==> config.mk <==
export PLATFORM = sky130hd
export DESIGN_NAME = ibex_mul_arbiter
export DESIGN_NICKNAME = d
export VERILOG_FILES = /design/src/rtl/ibex_mul_arb_pkg.sv /design/src/rtl/ibex_mul_arb_prio.sv /design/src/rtl/ibex_mul_arbiter.sv
export SDC_FILE = /design/constraint.sdc
export NUM_CORES = 1
export LEC_CHECK = 0
export BUFFER_PORTS_ARGS = -buffer_cell sky130_fd_sc_hd__buf_4
export CORE_AREA = 3 3 317 319
export CTS_CLUSTER_SIZE = 14
export DETAILED_ROUTE_END_ITERATION = 10
export DIE_AREA = 0 0 320 322
export GPL_TIMING_DRIVEN = 0
export PLACE_DENSITY_LB_ADDON = 0.08
export SYNTH_ARGS = -nofsm -noshare
export SYNTH_HDL_FRONTEND = slang
export SYNTH_SLANG_ARGS = --single-unit
==> constraint.sdc <==
create_clock -name clk_i -period 2.2 [get_ports clk_i]
set_clock_uncertainty 0.05 [all_clocks]
set_input_delay 0.44 -clock clk_i [delete_from_list [all_inputs] [get_ports clk_i]]
set_output_delay 0.44 -clock clk_i [all_outputs]
set_load 0.05 [all_outputs]
==> src/rtl/ibex_mul_arb_pkg.sv <==
// ============================================================================
// ibex_mul_arb_pkg : shared types and constants for the multiplier arbiter
// Revision 1.0
// ============================================================================
`default_nettype none

package ibex_mul_arb_pkg;

  typedef enum logic [1:0] {
    OWN_NONE = 2'd0,
    OWN_MDV  = 2'd1,
    OWN_NU   = 2'd2
  } owner_e;

  localparam int unsigned MUL_LANES  = 4;
  localparam int unsigned MUL_LANE_W = 17;
  localparam int unsigned MUL_PROD_W = 34;
  localparam int unsigned NU_PROD_W  = 32;

endpackage

`default_nettype wire

==> src/rtl/ibex_mul_arb_prio.sv <==
// ============================================================================
// ibex_mul_arb_prio : grant priority with NU burst lock and starvation counter
// Revision 1.0
// ============================================================================
`default_nettype none

module ibex_mul_arb_prio
  import ibex_mul_arb_pkg::*;
#(
  parameter int unsigned MaxWait = 4
) (
  input  logic clk_i,
  input  logic rst_ni,
  input  logic mdv_req_i,
  input  logic nu_req_i,
  input  logic nu_lock_i,
  output logic mdv_gnt_o,
  output logic nu_gnt_o
);

  localparam logic [3:0] MaxWaitC = 4'(MaxWait);

  logic [3:0] wait_cnt_q, wait_cnt_d;
  logic       lock_q, lock_d;

  // Grants are suppressed while reset is held so nothing is issued mid-reset.
  always_comb begin
    mdv_gnt_o = 1'b0;
    nu_gnt_o  = 1'b0;
    if (!rst_ni) begin
      mdv_gnt_o = 1'b0;
    end else if (lock_q && nu_req_i) begin
      nu_gnt_o = 1'b1;
    end else if ((wait_cnt_q == MaxWaitC) && nu_req_i) begin
      nu_gnt_o = 1'b1;
    end else if (mdv_req_i) begin
      mdv_gnt_o = 1'b1;
    end else if (nu_req_i) begin
      nu_gnt_o = 1'b1;
    end
  end

  always_comb begin
    lock_d     = nu_gnt_o & nu_lock_i;
    wait_cnt_d = wait_cnt_q;
    if (!nu_req_i || nu_gnt_o) begin
      wait_cnt_d = 4'd0;
    end else if (wait_cnt_q != MaxWaitC) begin
      wait_cnt_d = wait_cnt_q + 4'd1;
    end
  end

  always_ff @(posedge clk_i or negedge rst_ni) begin
    if (!rst_ni) begin
      wait_cnt_q <= 4'd0;
      lock_q     <= 1'b0;
    end else begin
      wait_cnt_q <= wait_cnt_d;
      lock_q     <= lock_d;
    end
  end

endmodule

`default_nettype wire

==> src/rtl/ibex_mul_arbiter.sv <==
// ============================================================================
// ibex_mul_arbiter : shares the 4-lane multiplier between MDV and NU, 1-cycle
// latency. Optional perf counters under IBEX_MUL_ARB_PERF_EN.
// Revision 1.0
// ============================================================================
`default_nettype none

module ibex_mul_arbiter
  import ibex_mul_arb_pkg::*;
#(
  parameter int unsigned MaxWait = 4,
  parameter int unsigned LaneW   = MUL_LANE_W,
  parameter int unsigned Lanes   = MUL_LANES
) (
  input  logic                          clk_i,
  input  logic                          rst_ni,
  input  logic                          mdv_req_i,
  input  logic [Lanes*LaneW-1:0]        mdv_w_i,
  input  logic [Lanes*LaneW-1:0]        mdv_a_i,
  input  logic                          mdv_normal_i,
  output logic                          mdv_gnt_o,
  output logic                          mdv_rsp_valid_o,
  output logic [Lanes*MUL_PROD_W-1:0]   mdv_prod_o,
  input  logic                          nu_req_i,
  input  logic                          nu_lock_i,
  input  logic [Lanes*LaneW-1:0]        nu_w_i,
  input  logic [Lanes*LaneW-1:0]        nu_a_i,
  output logic                          nu_gnt_o,
  output logic                          nu_rsp_valid_o,
  output logic [Lanes*NU_PROD_W-1:0]    nu_prod_o,
  output logic [Lanes*LaneW-1:0]        mul_w_o,
  output logic [Lanes*LaneW-1:0]        mul_a_o,
  output logic                          mul_normal_o,
  input  logic [Lanes*MUL_PROD_W-1:0]   mul_prod_i,
`ifdef IBEX_MUL_ARB_PERF_EN
  output logic [95:0]                   perf_cnt_o,
`endif
  output logic                          busy_o
);

  localparam int unsigned OpW = Lanes * LaneW;

  owner_e         owner_q, owner_d;
  logic [OpW-1:0] w_q, w_d, a_q, a_d;
  logic           normal_q, normal_d;

  ibex_mul_arb_prio #(.MaxWait(MaxWait)) u_prio (
    .clk_i     (clk_i),
    .rst_ni    (rst_ni),
    .mdv_req_i (mdv_req_i),
    .nu_req_i  (nu_req_i),
    .nu_lock_i (nu_lock_i),
    .mdv_gnt_o (mdv_gnt_o),
    .nu_gnt_o  (nu_gnt_o)
  );

  // Operands hold on idle cycles so the array inputs do not toggle.
  always_comb begin
    owner_d  = OWN_NONE;
    w_d      = w_q;
    a_d      = a_q;
    normal_d = normal_q;
    if (mdv_gnt_o) begin
      owner_d  = OWN_MDV;
      w_d      = mdv_w_i;
      a_d      = mdv_a_i;
      normal_d = mdv_normal_i;
    end else if (nu_gnt_o) begin
      owner_d  = OWN_NU;
      w_d      = nu_w_i;
      a_d      = nu_a_i;
      normal_d = 1'b0;
    end
  end

  always_ff @(posedge clk_i or negedge rst_ni) begin
    if (!rst_ni) begin
      owner_q  <= OWN_NONE;
      w_q      <= '0;
      a_q      <= '0;
      normal_q <= 1'b0;
    end else begin
      owner_q  <= owner_d;
      w_q      <= w_d;
      a_q      <= a_d;
      normal_q <= normal_d;
    end
  end

  assign mul_w_o         = w_q;
  assign mul_a_o         = a_q;
  assign mul_normal_o    = normal_q;
  assign mdv_rsp_valid_o = (owner_q == OWN_MDV);
  assign nu_rsp_valid_o  = (owner_q == OWN_NU);
  assign busy_o          = (owner_q != OWN_NONE);
  assign mdv_prod_o      = mdv_rsp_valid_o ? mul_prod_i : '0;

  for (genvar k = 0; k < Lanes; k++) begin : g_nu_lane
    assign nu_prod_o[k*NU_PROD_W +: NU_PROD_W] =
        nu_rsp_valid_o ? mul_prod_i[k*MUL_PROD_W +: NU_PROD_W] : '0;
  end

`ifdef IBEX_MUL_ARB_PERF_EN
  logic [31:0] mdv_cnt_q, nu_cnt_q, conf_cnt_q;

  always_ff @(posedge clk_i or negedge rst_ni) begin
    if (!rst_ni) begin
      mdv_cnt_q  <= '0;
      nu_cnt_q   <= '0;
      conf_cnt_q <= '0;
    end else begin
      if (mdv_gnt_o)              mdv_cnt_q  <= mdv_cnt_q + 32'd1;
      if (nu_gnt_o)               nu_cnt_q   <= nu_cnt_q + 32'd1;
      if (mdv_req_i && nu_req_i)  conf_cnt_q <= conf_cnt_q + 32'd1;
    end
  end

  assign perf_cnt_o = {conf_cnt_q, nu_cnt_q, mdv_cnt_q};
`endif

endmodule

`default_nettype wire
-- Yosys cells after proc, flatten, opt, wreduce, memory -nomap -nowiden
Index checks and enable logic that the tools add are counted.
- bits in registers: 144
- bits in latches: 0
- RAM bits: 0
- ROM bits: 0
- input port bits: 414
- output and inout port bits: 406
- word-level logic and storage cells: 43
- memories kept: 0
- add/sub/neg operators: 1
- $mul: 0
- div/mod/pow operators: 0
- order comparisons: 0
- eq/ne operators: 4
- shifts and indexed selects: 0
- mux-type cells: 24
- bitwise operators: 1
- reduce and logical (&&, ||, !) cells: 7
- operator list (operator ; count):
    two-way mux 68 bit ; 4
    two-way mux 136 bit ; 1
    two-way mux 32 bit ; 4
    two-way mux 1 bit ; 11
    two-way mux 4 bit ; 2
    nonzero test 2 bit ; 3
    adder 4 x 1 -> 4 bit, second input constant ; 1
    == test 4 x 3 -> 1 bit, second input constant ; 1
    two-way mux 2 bit ; 2
    inequality test 4 x 3 -> 1 bit, second input constant ; 1
    == test 2 x 1 -> 1 bit, second input constant ; 1
    == test 2 bit, second input constant ; 1
    logical AND 1 bit ; 2
    AND 1 bit ; 1
    zero test 1 bit ; 1
    logical OR 1 bit ; 1

-- Logic depth before layout (Yosys ltp)
- word-level depth: 7
- mapped depth: 9
- depth with buffers taken out: 6

-- By module
A second synthesis with hierarchy kept.
- cell total of the unflattened synthesis: 927
- area total of the unflattened synthesis: 8541.9 um^2
- by module, submodules not included (module ; instances ; cells an instance ; area each (um^2) ; seq. area each (um^2)):
    ibex_mul_arbiter ; 1 ; 892 ; 8202.9 ; 3478.3
    ibex_mul_arb_prio ; 1 ; 35 ; 339.1 ; 125.1

-- Worst setup path before layout
No wires, ideal clock.
- path kind: register to output
- start point: reg owner_q[1]
- end point: out mdv_prod_o[126]
- arrival: 1868 ps
- data required time: 1710 ps
- slack: -158 ps
- cell stages (with the launch flop): 5
- buffers on the path: 2
- cell sequence: dfrtp_1 -> nor2b_1 -> clkbuf_1 -> clkbuf_1 -> and2_1
- word-level cells in the longest chain between the ends: 2
- RTL lines (element ; RTL line ; source):
    start, declared ; ibex_mul_arbiter.sv:43 ; owner_e owner_q, owner_d;
    start signal, assigned ; ibex_mul_arbiter.sv:83 ; owner_q <= owner_d;
    == test 2 x 1 -> 1 bit ; ibex_mul_arbiter.sv:93 ; assign mdv_rsp_valid_o = (owner_q == OWN_MDV);
    named net mdv_rsp_valid_o ; ibex_mul_arbiter.sv:22 ; output logic mdv_rsp_valid_o,
    two-way mux 136 bit ; ibex_mul_arbiter.sv:96 ; assign mdv_prod_o = mdv_rsp_valid_o ? mul_prod_i : '0;
    end, declared ; ibex_mul_arbiter.sv:23 ; output logic [Lanes*MUL_PROD_W-1:0] mdv_prod_o,
The timed path passes the listed nets, and every way through them passes these cells.

-- Final worst setup path
- start point: reg u_prio.wait_cnt_q[1]
- end point: out mdv_gnt_o
- word-level cells in the longest chain between the ends: 5
- RTL lines (element ; RTL line ; source):
    start, declared ; ibex_mul_arb_prio.sv:23 ; logic [3:0] wait_cnt_q, wait_cnt_d;
    start signal, assigned ; ibex_mul_arb_prio.sv:58 ; wait_cnt_q <= wait_cnt_d;
    == test 4 x 3 -> 1 bit ; ibex_mul_arb_prio.sv:34 ; end else if ((wait_cnt_q == MaxWaitC) && nu_req_i) begin
    logical AND 1 bit ; ibex_mul_arb_prio.sv:34 ;
    two-way mux 1 bit ; ibex_mul_arb_prio.sv:34 ;
    two-way mux 1 bit ; ibex_mul_arb_prio.sv:32 ; end else if (lock_q && nu_req_i) begin
    two-way mux 1 bit ; ibex_mul_arb_prio.sv:30 ; if (!rst_ni) begin
    end, declared ; ibex_mul_arbiter.sv:21 ; output logic mdv_gnt_o,
Every way passes these cells.

==> results.cfg <==
[timing]
setup_viol = 395
hold_slack_ns = 0.123
period_share_pct = 118
drv_slew = 0
tightest_slew_ns = 0.821
hold_viol = 0
period_minus_slack_ns = 2.60
rsz0062_at_grt = true
slew_headroom_pct = 44.6
fmax_mhz = 385
worst_slack_ns = -0.396

[yosys]
netlist.area_leader.share_pct = 39.0
avgSynthCellArea_um2 = 8.38
ys_types = 30
synth_edf_count = 0
synth_area_um2 = 9240
ys_ff_latch = 144
yosysTopAreaCell = dfrtp_1
async_flop_share_pct = 100
synthTopCellsByArea = dfrtp_1 (39%), and2_1 (18%), o311ai_0 (13%)
synth_ff_type = dfrtp_1
syn_inst = 1102
yosysWarnings = 0
synth_seq_area_share_pct = 39.0
synth_nets = 1518

[drt]
vias_per_cell = 3.70
wl_per_cell_um = 24.6
firstDrtPassIters = 4
route.antenna.remaining_nets = 0
finalWirelength_um = 82500
drtIter0Drc = 455
drc = 0
vias = 12379

[setup_path]
arrival_ns = 2.11
critPathMaxStageDelay_ns = 0.43
cp_data_required_time_ns = 1.71
path_buf_inv = 3
cp_cell_sequence = inv_1 -> ha_2 -> and4b_2 -> or3_4 -> clkinvlp_4 -> buf_8
crit_path_end_kind = output pin
rrSetupSlack_ns = -0.22
worst-path-stages = 6
crit_end = mdv_gnt_o
reg2regPathDepth = 11
cp_max_fo = 3
startpoint = u_prio.wait_cnt_q[1]
worstReg2RegStart = u_prio.wait_cnt_q[1]
cp_slowest_cell = or3_4
startpoint_type = flip-flop
reg2reg_to = mul_a_o[20]
crit_family = simple AND/OR/NAND/NOR gates
crit_type = flip-flop to output pin

[min_path]
hp-class = primary input to flip-flop

[cts]
cts.clk_slew.worst_paths_ns = 0.08
clock_path_buffers = 2
insertion_delay_ns = 0.49
numCtsBuffers = 17
cts_root_buffer = clkbuf_16
tritoncts = built
h-tree-depth = 4
cts_sinks = 144

[layout]
mostFrequentLayoutCells = buf_4 (569), and2_4 (264), buf_8 (229), dfrtp_1 (144)
regArea_um2 = 3600
drive_gt1_share_pct = 63.4
area_growth_pct = 149
final_common_cell = buf_4
fin_nets = 2454
multiInputGateArea_um2 = 5410
fillers = 10765

[power_and_ir_drop]
finalPower_mw = 12.8
leakagePower_nw = 10.7
powerDensity_nw_per_um2 = 557
vdd.ir_drop.worst_mv = 0.331

[floorplanning]
die_area_um2 = 103000
die_w_um = 320
initial_core_util_pct = 9.41
core-area_um2 = 98100
row_count = 115
die_height_um = 322
io_pins = 820

[place]
portBuffers = 818
routabilityCongestion = 0.846
hpwl_um = 64100

[status]
outcome = finished, violations left
violations = setup timing

[job]
drv_cap = 0

[global_route]
grt-ovfl-total = 0
grt_max_degree = 41
grt_usage_pct = 15.0
grt_antenna_before_repair = 10
grt_pass1_wl_um = 108000
first_global_vias = 13359
[cell families (layout without fill, tap and decap cells)]
kind of cell	count (synthesis)	after routing	synth area share (%)
and+or+nand+nor	418	418	24.7
other	0	9	0
AOI/OAI and AO/OA	279	279	24.5
DFF	144	144	39.0
adders and majority gates	2	2	0.271
muxes	1	1	0.108
xor gates and xnor gates	2	2	0.190
buffers and inverters	256	1205	11.3
[metrics by stage]
stage	area (um2)	setup WS [ns]	util (%)	std cells	TNS, ns
after floorplan	9250	0.0782	-	1102	0
after global placement	17000	-3.12	17.3	3207	-557.46
after detailed placement	17000	-2.09	17.4	3210	-344.88
after CTS	21500	-0.536	21.9	3304	-94.90
after global routing	23000	-0.516	23.4	3346	-113.41
final	23000	-0.396	23.4	3347	-74.87
[synthesized netlist by cell type (2+ instances only)]
cell type / instances
a21oi_1: 3
a221o_1: 3
and2_1: 269
buf_2: 3
buf_6: 10
clkbuf_1: 106
dfrtp_1: 144
ha_1: 2
inv_1: 137
nand2_1: 136
nand3_1: 2
nor2b_1: 3
o211ai_1: 133
o21a_1: 2
o311ai_0: 133
xnor2_1: 2
[layout make-up]
class,count,share of cell area (%)
repair buffers,932,44.4
multi-input cells,702,23.6
flip-flops and latches,144,15.7
well taps,1287,7.01
plain buffers,104,4.18
inverters,137,2.26
clock buffers,20,1.99
clock inverters,12,0.785
diodes,9,0.0981
[registers in the layout (all words and copies together) (netlist names)]
name / flops
mul_w_o: 68
mul_normal_o: 1
u_prio.lock_q: 1
mul_a_o: 68
owner_q: 2
u_prio.wait_cnt_q: 4
[where the power goes]
| part | total, mW | internal [mW] | switching, mW | leakage, nW |
|---|---|---|---|---|
| Combinational | 6.10 | 2.46 | 3.64 | 8.66 |
| Clock | 3.42 | 1.97 | 1.45 | 0.307 |
| Sequential | 3.27 | 3.03 | 0.241 | 1.72 |
| Total | 12.8 | 7.46 | 5.34 | 10.7 |
[worst min-delay path by stage]
stage	slack (ns)	from	end	depth (start not counted)
after floorplan	0.09	rst_ni	mul_a_o[0]	0
after global placement	0.44	mul_normal_o	mul_normal_o	1
after global routing	0.08	mdv_normal_i	mul_normal_o	2
final	0.12	mdv_w_i[30]	mul_w_o[30]	2
after CTS	0.06	mdv_normal_i	mul_normal_o	2
after detailed placement	0.40	rst_ni	mul_a_o[46]	1
[per-layer routing]
layer,up-vias,global-route usage [%],wire [um]
met3,69,5.54,6350
li1,5701,-,-
met2,498,29.3,46200
met5,-,0,13
met4,2,5.27,2600
met1,6109,14.1,27300
[repair_timing]
action	4_1_cts	5_1_grt
setup endpoints to repair	406	398
cloned	23	19
gates resized for setup	871	342
pin swaps	98	144
buffers inserted	33	35
hold endpoints to repair	74	0
hold buffers	6	0
Note: power is estimated with default switching activity, not from simulation.
